## src/rtl/uart_pkg.sv

```systemverilog
// ---------------------------------------------------------------------------
// uart_pkg
// Shared constants, FSM state types and the baud-divisor clamp used by the
// 8N1 UART transceiver and its receive-line synchronizer.
// ---------------------------------------------------------------------------
package uart_pkg;

    // start + 8 data + stop
    localparam int unsigned FRAME_BITS = 10;
    localparam logic        IDLE_LEVEL = 1'b1;
    localparam int unsigned MIN_DIV    = 4;
    localparam int unsigned DIV_W      = 16;

    typedef enum logic [1:0] {
        TxIdle,
        TxStart,
        TxData,
        TxStop
    } tx_state_e;

    typedef enum logic [2:0] {
        RxIdle,
        RxStart,
        RxData,
        RxStop,
        RxWaitHigh
    } rx_state_e;

    // Very small divisors would leave no room for a mid-bit sample point.
    function automatic logic [DIV_W-1:0] eff_div(input logic [DIV_W-1:0] div);
        return (div < DIV_W'(MIN_DIV)) ? DIV_W'(MIN_DIV) : div;
    endfunction

endpackage

```

## src/rtl/uart_rx_sync.sv

```systemverilog
// ---------------------------------------------------------------------------
// uart_rx_sync
// Multi-stage synchronizer for the asynchronous serial receive line, plus a
// falling-edge detector on the synchronized value (start-bit detection).
//
// Ports:
//   i_clk    system clock
//   i_reset  asynchronous active-low reset (line assumed idle/high)
//   i_rx     raw serial input
//   o_rx     synchronized serial level
//   o_fall   one-cycle strobe: synchronized line just went 1 -> 0
// ---------------------------------------------------------------------------
module uart_rx_sync
    import uart_pkg::*;
#(
    parameter int unsigned SYNC_STAGES = 2  // must be >= 2
) (
    input  logic i_clk,
    input  logic i_reset,
    input  logic i_rx,
    output logic o_rx,
    output logic o_fall
);

    logic [SYNC_STAGES-1:0] r_sync;
    logic                   r_prev;

    always_ff @(posedge i_clk or negedge i_reset) begin
        if (!i_reset) begin
            r_sync <= {SYNC_STAGES{IDLE_LEVEL}};
            r_prev <= IDLE_LEVEL;
        end else begin
            r_sync <= {r_sync[SYNC_STAGES-2:0], i_rx};
            r_prev <= r_sync[SYNC_STAGES-1];
        end
    end

    assign o_rx   = r_sync[SYNC_STAGES-1];
    assign o_fall = r_prev & ~o_rx;

endmodule

```

## src/rtl/uart_transceiver.sv

```systemverilog
// ---------------------------------------------------------------------------
// uart_transceiver
// Full-duplex 8N1 UART for the ICE host link. Independent TX and RX state
// machines share one clock and a runtime baud divisor; each direction
// captures the (clamped) divisor at the start of its frame.
//
// Ports:
//   clk       system clock, rising edge
//   reset     asynchronous active-low reset
//   baud_div  clock cycles per bit (clamped to >= MIN_DIV)
//   rx_in     serial receive line, idles high
//   rx_latch  one-cycle pulse: rx_data holds a new good byte
//   rx_data   last good received byte
//   tx_out    serial transmit line, idles high
//   tx_latch  strobe: load tx_data and start a frame (ignored while busy)
//   tx_data   byte to transmit, sampled only with tx_latch
//   tx_empty  transmitter idle and able to accept a byte
// ---------------------------------------------------------------------------
module uart_transceiver
    import uart_pkg::*;
#(
    parameter int unsigned DATA_BITS   = 8,
    parameter int unsigned SYNC_STAGES = 2
) (
    input  logic                 clk,
    input  logic                 reset,
    input  logic [DIV_W-1:0]     baud_div,
    input  logic                 rx_in,
    output logic                 rx_latch,
    output logic [DATA_BITS-1:0] rx_data,
    output logic                 tx_out,
    input  logic                 tx_latch,
    input  logic [DATA_BITS-1:0] tx_data,
    output logic                 tx_empty
);

    localparam int unsigned         BitCntW     = $clog2(FRAME_BITS);
    localparam logic [BitCntW-1:0]  LastDataBit = BitCntW'(DATA_BITS - 1);

    // -----------------------------------------------------------------------
    // Transmitter
    // -----------------------------------------------------------------------
    tx_state_e              r_tx_state;
    logic [DIV_W-1:0]       r_tx_div;
    logic [DIV_W-1:0]       r_tx_cnt;
    logic [BitCntW-1:0]     r_tx_bit;
    logic [DATA_BITS-1:0]   r_tx_shift;
    logic                   r_tx_out;
    logic                   r_tx_empty;
    logic                   w_tx_bit_end;

    assign w_tx_bit_end = (r_tx_cnt == r_tx_div - DIV_W'(1));

    always_ff @(posedge clk or negedge reset) begin
        if (!reset) begin
            r_tx_state <= TxIdle;
            r_tx_div   <= DIV_W'(MIN_DIV);
            r_tx_cnt   <= '0;
            r_tx_bit   <= '0;
            r_tx_shift <= '0;
            r_tx_out   <= IDLE_LEVEL;
            r_tx_empty <= 1'b1;
        end else begin
            unique case (r_tx_state)
                TxIdle: begin
                    if (tx_latch) begin
                        r_tx_shift <= tx_data;
                        r_tx_div   <= eff_div(baud_div);
                        r_tx_cnt   <= '0;
                        r_tx_bit   <= '0;
                        r_tx_out   <= 1'b0;
                        r_tx_empty <= 1'b0;
                        r_tx_state <= TxStart;
                    end
                end
                TxStart: begin
                    if (w_tx_bit_end) begin
                        r_tx_cnt   <= '0;
                        r_tx_out   <= r_tx_shift[0];
                        r_tx_state <= TxData;
                    end else begin
                        r_tx_cnt <= r_tx_cnt + DIV_W'(1);
                    end
                end
                TxData: begin
                    if (w_tx_bit_end) begin
                        r_tx_cnt <= '0;
                        if (r_tx_bit == LastDataBit) begin
                            r_tx_out   <= IDLE_LEVEL;
                            r_tx_state <= TxStop;
                        end else begin
                            // Drive the next bit directly; the shift catches up.
                            r_tx_out   <= r_tx_shift[1];
                            r_tx_shift <= r_tx_shift >> 1;
                            r_tx_bit   <= r_tx_bit + BitCntW'(1);
                        end
                    end else begin
                        r_tx_cnt <= r_tx_cnt + DIV_W'(1);
                    end
                end
                TxStop: begin
                    if (w_tx_bit_end) begin
                        r_tx_cnt   <= '0;
                        r_tx_empty <= 1'b1;
                        r_tx_state <= TxIdle;
                    end else begin
                        r_tx_cnt <= r_tx_cnt + DIV_W'(1);
                    end
                end
                default: r_tx_state <= TxIdle;
            endcase
        end
    end

    assign tx_out   = r_tx_out;
    assign tx_empty = r_tx_empty;

    // -----------------------------------------------------------------------
    // Receiver
    // -----------------------------------------------------------------------
    logic w_rx_sync;
    logic w_rx_fall;

    uart_rx_sync #(
        .SYNC_STAGES (SYNC_STAGES)
    ) u_rx_sync (
        .i_clk   (clk),
        .i_reset (reset),
        .i_rx    (rx_in),
        .o_rx    (w_rx_sync),
        .o_fall  (w_rx_fall)
    );

    rx_state_e              r_rx_state;
    logic [DIV_W-1:0]       r_rx_div;
    logic [DIV_W-1:0]       r_rx_cnt;
    logic [BitCntW-1:0]     r_rx_bit;
    logic [DATA_BITS-1:0]   r_rx_shift;
    logic [DATA_BITS-1:0]   r_rx_data;
    logic                   r_rx_latch;
    logic                   w_rx_bit_end;
    logic                   w_rx_half_end;

    assign w_rx_bit_end  = (r_rx_cnt == r_rx_div - DIV_W'(1));
    assign w_rx_half_end = (r_rx_cnt == (r_rx_div >> 1) - DIV_W'(1));

    always_ff @(posedge clk or negedge reset) begin
        if (!reset) begin
            r_rx_state <= RxIdle;
            r_rx_div   <= DIV_W'(MIN_DIV);
            r_rx_cnt   <= '0;
            r_rx_bit   <= '0;
            r_rx_shift <= '0;
            r_rx_data  <= '0;
            r_rx_latch <= 1'b0;
        end else begin
            r_rx_latch <= 1'b0;
            unique case (r_rx_state)
                RxIdle: begin
                    if (w_rx_fall) begin
                        r_rx_div   <= eff_div(baud_div);
                        r_rx_cnt   <= '0;
                        r_rx_state <= RxStart;
                    end
                end
                RxStart: begin
                    // Re-check the start bit half a bit later; from here on every
                    // sample lands mid-bit.
                    if (w_rx_half_end) begin
                        r_rx_cnt <= '0;
                        r_rx_bit <= '0;
                        if (w_rx_sync) begin
                            r_rx_state <= RxIdle;
                        end else begin
                            r_rx_state <= RxData;
                        end
                    end else begin
                        r_rx_cnt <= r_rx_cnt + DIV_W'(1);
                    end
                end
                RxData: begin
                    if (w_rx_bit_end) begin
                        r_rx_cnt   <= '0;
                        r_rx_shift <= {w_rx_sync, r_rx_shift[DATA_BITS-1:1]};
                        if (r_rx_bit == LastDataBit) begin
                            r_rx_state <= RxStop;
                        end else begin
                            r_rx_bit <= r_rx_bit + BitCntW'(1);
                        end
                    end else begin
                        r_rx_cnt <= r_rx_cnt + DIV_W'(1);
                    end
                end
                RxStop: begin
                    if (w_rx_bit_end) begin
                        r_rx_cnt <= '0;
                        if (w_rx_sync) begin
                            r_rx_data  <= r_rx_shift;
                            r_rx_latch <= 1'b1;
                            r_rx_state <= RxIdle;
                        end else begin
                            // Framing error: drop the byte, wait out the low line.
                            r_rx_state <= RxWaitHigh;
                        end
                    end else begin
                        r_rx_cnt <= r_rx_cnt + DIV_W'(1);
                    end
                end
                RxWaitHigh: begin
                    if (w_rx_sync) begin
                        r_rx_state <= RxIdle;
                    end
                end
                default: r_rx_state <= RxIdle;
            endcase
        end
    end

    assign rx_latch = r_rx_latch;
    assign rx_data  = r_rx_data;

endmodule

```

## config.mk

```make
export PLATFORM = sky130hd
export DESIGN_NAME = uart_transceiver
export DESIGN_NICKNAME = d
export VERILOG_FILES = /design/src/rtl/uart_pkg.sv /design/src/rtl/uart_rx_sync.sv /design/src/rtl/uart_transceiver.sv
export SDC_FILE = /design/constraint.sdc
export NUM_CORES = 1
export LEC_CHECK = 0
export ABC_CLOCK_PERIOD_IN_PS = 3800
export CAP_MARGIN = 0
export CORE_MARGIN = 1.5
export CORE_UTILIZATION = 27
export CTS_BUF_LIST = sky130_fd_sc_hd__clkbuf_4 sky130_fd_sc_hd__clkbuf_8 sky130_fd_sc_hd__clkbuf_16
export DETAILED_ROUTE_END_ITERATION = 8
export SETUP_SLACK_MARGIN = 0.15
export SYNTH_ARGS = -nofsm -noshare
export SYNTH_HDL_FRONTEND = slang
export SYNTH_SLANG_ARGS = --single-unit
```

## constraint.sdc

```tcl
create_clock -name clk -period 3.8 [get_ports clk]
set_input_delay 0.38 -clock clk [delete_from_list [all_inputs] [get_ports clk]]
set_output_delay 0.38 -clock clk [all_outputs]
set_load 0.05 [all_outputs]
```

==> results of run 1 <==
==> layout by cell type (no fill, tap or decap), drive strengths merged, types with 4 or more instances in the layout <==
master and instances:
dfrtp 100, nand2 82, nor2 48, mux2 45
xnor2 41, clkdlybuf4s50 37, o21ai 31, a21oi 30
xor2 26, nand3 22, inv 22, nand2b 21
buf 20, and3 19, nor4 16, nor3 15
a31oi 15, nand4 13, nor2b 12, ha 12
or4 11, or3 10, clkbuf 9, dfstp 7
nand3b 6, o211ai 5, nor3b 5, a21o 5
o2bb2ai 4, a211oi 4
==> state kept, by name (all words and copies together) (netlist names), 2 cells and up <==
name,flops
r_rx_shift,8
r_tx_div,16
u_rx_sync.r_sync,2
rx_data,8
r_rx_bit,4
r_tx_shift,8
r_rx_state,3
r_rx_div,16
r_tx_state,2
r_tx_bit,4
r_tx_cnt,16
r_rx_cnt,16
==> per-layer routing <==
metal	global-route usage	vias to the layer above
met5	0	-
met4	0.0364	0
li1	-	2614
met2	0.206	76
met3	0.0255	17
met1	0.169	2573
==> final timing paths <==
kind	from	to	depth (start not counted)
max	r_tx_div[4]	r_tx_shift[0]	8
min	reset	r_rx_cnt[12]	1
max reg2reg	r_tx_div[4]	r_tx_shift[0]	8
min reg2reg	u_rx_sync.r_sync[0]	u_rx_sync.r_sync[1]	0
max in group asynchronous	reset	r_rx_div[2]	2
min in group clk	u_rx_sync.r_sync[0]	u_rx_sync.r_sync[1]	0
==> layout make-up <==
type | instances | area [um2]
Fill cell | 2503 | 16500
Multi-Input combinational cell | 550 | 3710
Sequential cell | 107 | 2690
Clock buffer | 9 | 225
Tap cell | 324 | 405
Timing Repair Buffer | 57 | 520
Clock inverter | 6 | 50.0
Inverter | 20 | 75.1
==> worst max-delay path, delay by kind of cell, from the launching register on <==
family / cells / cell delay, ns
DFF: 1 / 0.46
xor gates and xnor gates: 1 / 0.11
and+or+nand+nor: 4 / 1.90
AOI/OAI and AO/OA: 2 / 0.57
muxes: 1 / 0.38
==> through the flow <==
step,power (mW),hold slack [ns],instance area [um2]
floorplan,2.76,0.0844,6610
global placement,3.10,0.349,7360
CTS,4.06,0.0580,7640
finish,4.04,0.0266,7670
global route,4.33,0.0789,7670
detailed placement,3.13,0.348,7360
==> logic make-up after synthesis <==
family | after synthesis
buffers and inverters | 57
xor gates and xnor gates | 67
AOI/OAI and AO/OA | 126
adders and majority gates | 12
DFF | 107
muxes | 48
and+or+nand+nor | 297
==> power breakdown <==
| group | switching [mW] | leakage, nW | total (mW) | internal [mW] |
|---|---|---|---|---|
| sequential | 0.290 | 1.38 | 1.65 | 1.36 |
| combinational | 0.767 | 1.65 | 1.49 | 0.719 |
| clock | 0.452 | 0.134 | 0.902 | 0.450 |
| total | 1.51 | 3.16 | 4.04 | 2.53 |
==> what timing repair did <==
action	4_1_cts	5_1_grt
pin swaps	1	3
buffers inserted	0	2
setup endpoints to repair	3	25
hold buffers	0	0
gates resized for setup	1	6
==> impl_metrics.ini, run 1 <==
[placed_design]
placedCellCount = 1056
gp_congestion = 0.843
place_hpwl_um = 11400
dp_slack_ns = 0.160
io_buffers = 38

[floorplan]
die_h_um = 159
rows = 57
pin_count = 39
die_w_um = 159
coreArea_mm2 = 0.0242
start_util = 0.273
dieArea_mm2 = 0.0254

[job]
cap_violations = 0

[cts]
cts_max_path_buffers = 2
numCtsBuffers = 9
cts_tree = yes
clk_pin_slew_worst_paths_ns = 0.07
cts_root_buf = clkbuf_16
cts_max_level = 3
cts_sinks = 107
insertion_delay_ns = 0.36

[grt]
grt_max_degree = 49
antenna_found_initial = 0
grt_pass1_wl_um = 26200
grt_util_all_layers = 0.126
grt.overflow.total = 0
grt_pass1_vias = 5092

[synth]
ys_seq_area_frac = 0.407
synth_top_area_share = 0.379
yosys.area_share.adder = 0.0227
synth_flop_cell = dfrtp_1
synth_commonest_cells = dfrtp_1, nand2_1, nor2_1, mux2_2, xnor2_1
synth_xor_area_frac = 0.0888
synth_edf_count = 0
synth_area_leaders = dfrtp_1, mux2_2, xnor2_1, nand2_1, xor2_1
synth_cell_types = 66
muxShareOfSynthArea = 0.0813
yosysWarnings = 0
synth_top_area_cell = dfrtp_1
synth_top_family_by_area = simple AND/OR/NAND/NOR gates
synthArstFlopShare = 1.00
syn_area_mm2 = 0.00661
synth_most_common_cell = dfrtp_1
yosys_register_bits = 107
syn_inst = 714
syn-num-nets = 754
synth_compound_area_frac = 0.125
synth.avg_cell_area_um2 = 9.25
synth-simple-area-share = 0.238

[sta]
slew_viol_final = 0
period_share = 0.930
worstMarginPinSlew_ns = 1.03
timing.fmax_mhz = 283
hold_viol_final = 0
worst_slack_ns = 0.267
skew_ns = 0.0152
fin_tns_setup_ns = 0
rsz0062_at_grt = false
min_period_ns = 3.53
relSlewSlack = 0.313
setup_viol = 0

[route]
drtIter0Drc = 433
drtAntennaViolNets = 0
wl_per_cell_um = 14.3
num_vias = 5280
via_per_inst = 4.92
wl_um = 15400
met2_wirelength_um = 7200
highest_layer = met4
drt-pass1-iter-count = 4
route.met3.wl_um = 482
wl_met1_um = 7390
drcViolationCount = 0

[worst_setup_path]
cpPeakStageDelay_ns = 0.58
worstPathCellList = or4_4 > nor4_4 > xnor2_1 > or4_1 > a211o_1 > or4b_4 > a21oi_4 > mux2_2
end_kind = flop
arrival_ns = 3.77
slowest_stage = or4b_4
critPathMaxFanout = 9
crit_required_ns = 4.04
rrSetupSlack_ns = 0.27
critPathLaunchType = flop
critical_path_class = reg2reg

[power]
p_per_area_mw_per_mm2 = 526
ir_drop_v = 0.000209
p_leak_nw = 3.16

[run_status]
status = complete, no violations

[layout]
antenna_cells = 0
synthToLayoutAreaGrowth_pct = 16.1
final_core_util = 0.317
finalNetCount = 785
stdcell_count = 1073
drive_gt1_frac = 0.142

[hold_path]
hold_class = in2async
(Power assumes the default switching activity.)
==> inputs of run 2 (changes only) <==
--- a/config.mk
+++ b/config.mk
@@ -5,7 +5,7 @@
 export SDC_FILE = /design/constraint.sdc
 export NUM_CORES = 1
 export LEC_CHECK = 0
-export ABC_CLOCK_PERIOD_IN_PS = 3800
+export ABC_CLOCK_PERIOD_IN_PS = 3300
 export CAP_MARGIN = 0
 export CORE_MARGIN = 1.5
 export CORE_UTILIZATION = 27
==> constraint.sdc (replaced) <==
create_clock -name clk -period 3.3 [get_ports clk]
set_input_delay 0.33 -clock clk [delete_from_list [all_inputs] [get_ports clk]]
set_output_delay 0.33 -clock clk [all_outputs]
set_load 0.05 [all_outputs]
==> impl_metrics.ini, run 2 (same netlist as run 1, synthesis figures left out) <==
[sta]
hold_viol_final = 0
hold_ws_ns = 0.0233
rsz0062_at_grt = true
slew_viol_final = 0
min_period_ns = 3.37
timing.fmax_mhz = 297
period_share = 1.02
worstMarginPinSlew_ns = 0.901
setup_viol = 7
relSlewSlack = 0.400
skew_ns = 0.00815
worst_slack_ns = -0.0691

[worst_setup_path]
crit_required_ns = 3.53
r2r_end = r_tx_shift[1]
timing.rr.start = r_tx_div[0]
cpPeakStageDelay_ns = 0.53
end_kind = flop
worstPathCellList = inv_2 > ha_4 > nor2b_1 > or3_1 > a31o_2 > or4_1 > a211o_1 > or4b_4 > a21oi_4 > buf_12 > mux2_4
critPathLaunchType = flop
reg2reg_depth = 11
slowest_stage = or4b_4
rrSetupSlack_ns = -0.07
critical_path_class = reg2reg
arrival_ns = 3.60
critPathMaxFanout = 8

[placed_design]
io_buffers = 38
place_hpwl_um = 11800
gp_congestion = 0.830

[floorplan]
die_h_um = 159
start_util = 0.273
rows = 57
dieArea_mm2 = 0.0254
pin_count = 39
die_w_um = 159
coreArea_mm2 = 0.0242

[layout]
synthToLayoutAreaGrowth_pct = 24.2
antenna_cells = 0
final_common_cell = dfrtp_1
final_cell_mix = dfrtp_1, nand2_1, buf_4, nor2_1, xnor2_1
finalNetCount = 827
drive_gt1_frac = 0.211

[route]
met2_wirelength_um = 7650
drtAntennaViolNets = 0
route.met3.wl_um = 288
via_per_inst = 4.79
drtIter0Drc = 302
num_vias = 5348
wl_per_cell_um = 14.1
wl_met1_um = 7590
drcViolationCount = 0
drt-pass1-iter-count = 4
wl_um = 15700
highest_layer = met4

[power]
p_leak_nw = 3.47
p_per_area_mw_per_mm2 = 613
power_mw = 5.03
ir_drop_v = 0.000329

[cts]
cts_root_buf = clkbuf_16
cts_max_path_buffers = 2
cts_tree = yes
numCtsBuffers = 9
insertion_delay_ns = 0.35
cts_max_level = 3
clk_pin_slew_worst_paths_ns = 0.07
hold_buffers = 0
cts_sinks = 107

[hold_path]
hold_class = in2async

[grt]
grt_pass1_wl_um = 26000
antenna_found_initial = 0
grt_util_all_layers = 0.125
grt.overflow.total = 0
grt_pass1_vias = 5118
grt_max_degree = 56

[job]
cap_violations = 0

[run_status]
status = finished, violations left
violations = negative setup slack
==> run 2: changes by cell type in the layout (fill, tap and decap cells not counted), sizes merged <==
cell / change
buf: +42
clkbuf: +2
clkinv: -1
==> run 2: layout make-up <==
type / instances / area [um2]
fillers: 2443 / 16000
multi-input cells: 550 / 3870
flip-flops and latches: 107 / 2690
repair buffers: 99 / 888
well taps: 324 / 405
clock buffers: 11 / 240
inverters: 20 / 75.1
clock inverters: 5 / 37.5
==> run 2: routing by layer <==
layer,vias up,global-route usage
met2,62,0.213
met4,0,0.0287
li1,2698,-
met5,-,0
met3,13,0.0227
met1,2575,0.165
==> run 2: worst max-delay path by stage <==
stage,start,to,slack (ns),cells after the start
6_report,r_tx_div[0],r_tx_shift[1],-0.07,11
4_1_cts,r_tx_div[0],r_tx_bit[2],-0.06,11
2_1_floorplan,r_tx_div[5],r_tx_shift[0],-0.12,10
5_1_grt,r_tx_div[0],r_tx_shift[1],-0.16,11
3_5_place_dp,r_tx_div[0],r_tx_bit[3],-0.06,11
3_3_place_gp,r_tx_div[1],r_tx_shift[4],-0.03,11
==> run 2: critical path, delay by kind of cell (launching register included) <==
kind	cells	cell delay, ns
buffers and inverters	2	0.21
adder cells (fa/ha/maj)	1	0.17
AO/OA/AOI/OAI	3	0.67
multiplexers	1	0.30
flip-flops	1	0.41
AND/OR/NAND/NOR	4	1.50
==> run 2: metrics by stage <==
stage	std cells	worst slack [ns]	setup TNS, ns	util	cell area [um2]
after global routing	1116	-0.162	-1.35	0.339	8210
after CTS	1114	-0.0601	-0.458	0.335	8090
final	1116	-0.0691	-0.421	0.339	8210
after detailed placement	1094	-0.0632	-0.532	0.319	7720
after floorplan	714	-0.124	-0.865	-	6660
after global placement	1094	-0.0255	-0.175	0.319	7720
==> run 2: timing repair <==
action	CTS	global route
gates resized for setup	15	23
pin swaps	6	6
setup buffers	4	2
setup endpoints to repair	35	53
==> run 2: where the power goes <==
part,internal [mW],switching [mW]
clock,0.535,0.492
sequential,1.57,0.263
combinational,1.12,1.06
total,3.22,1.81
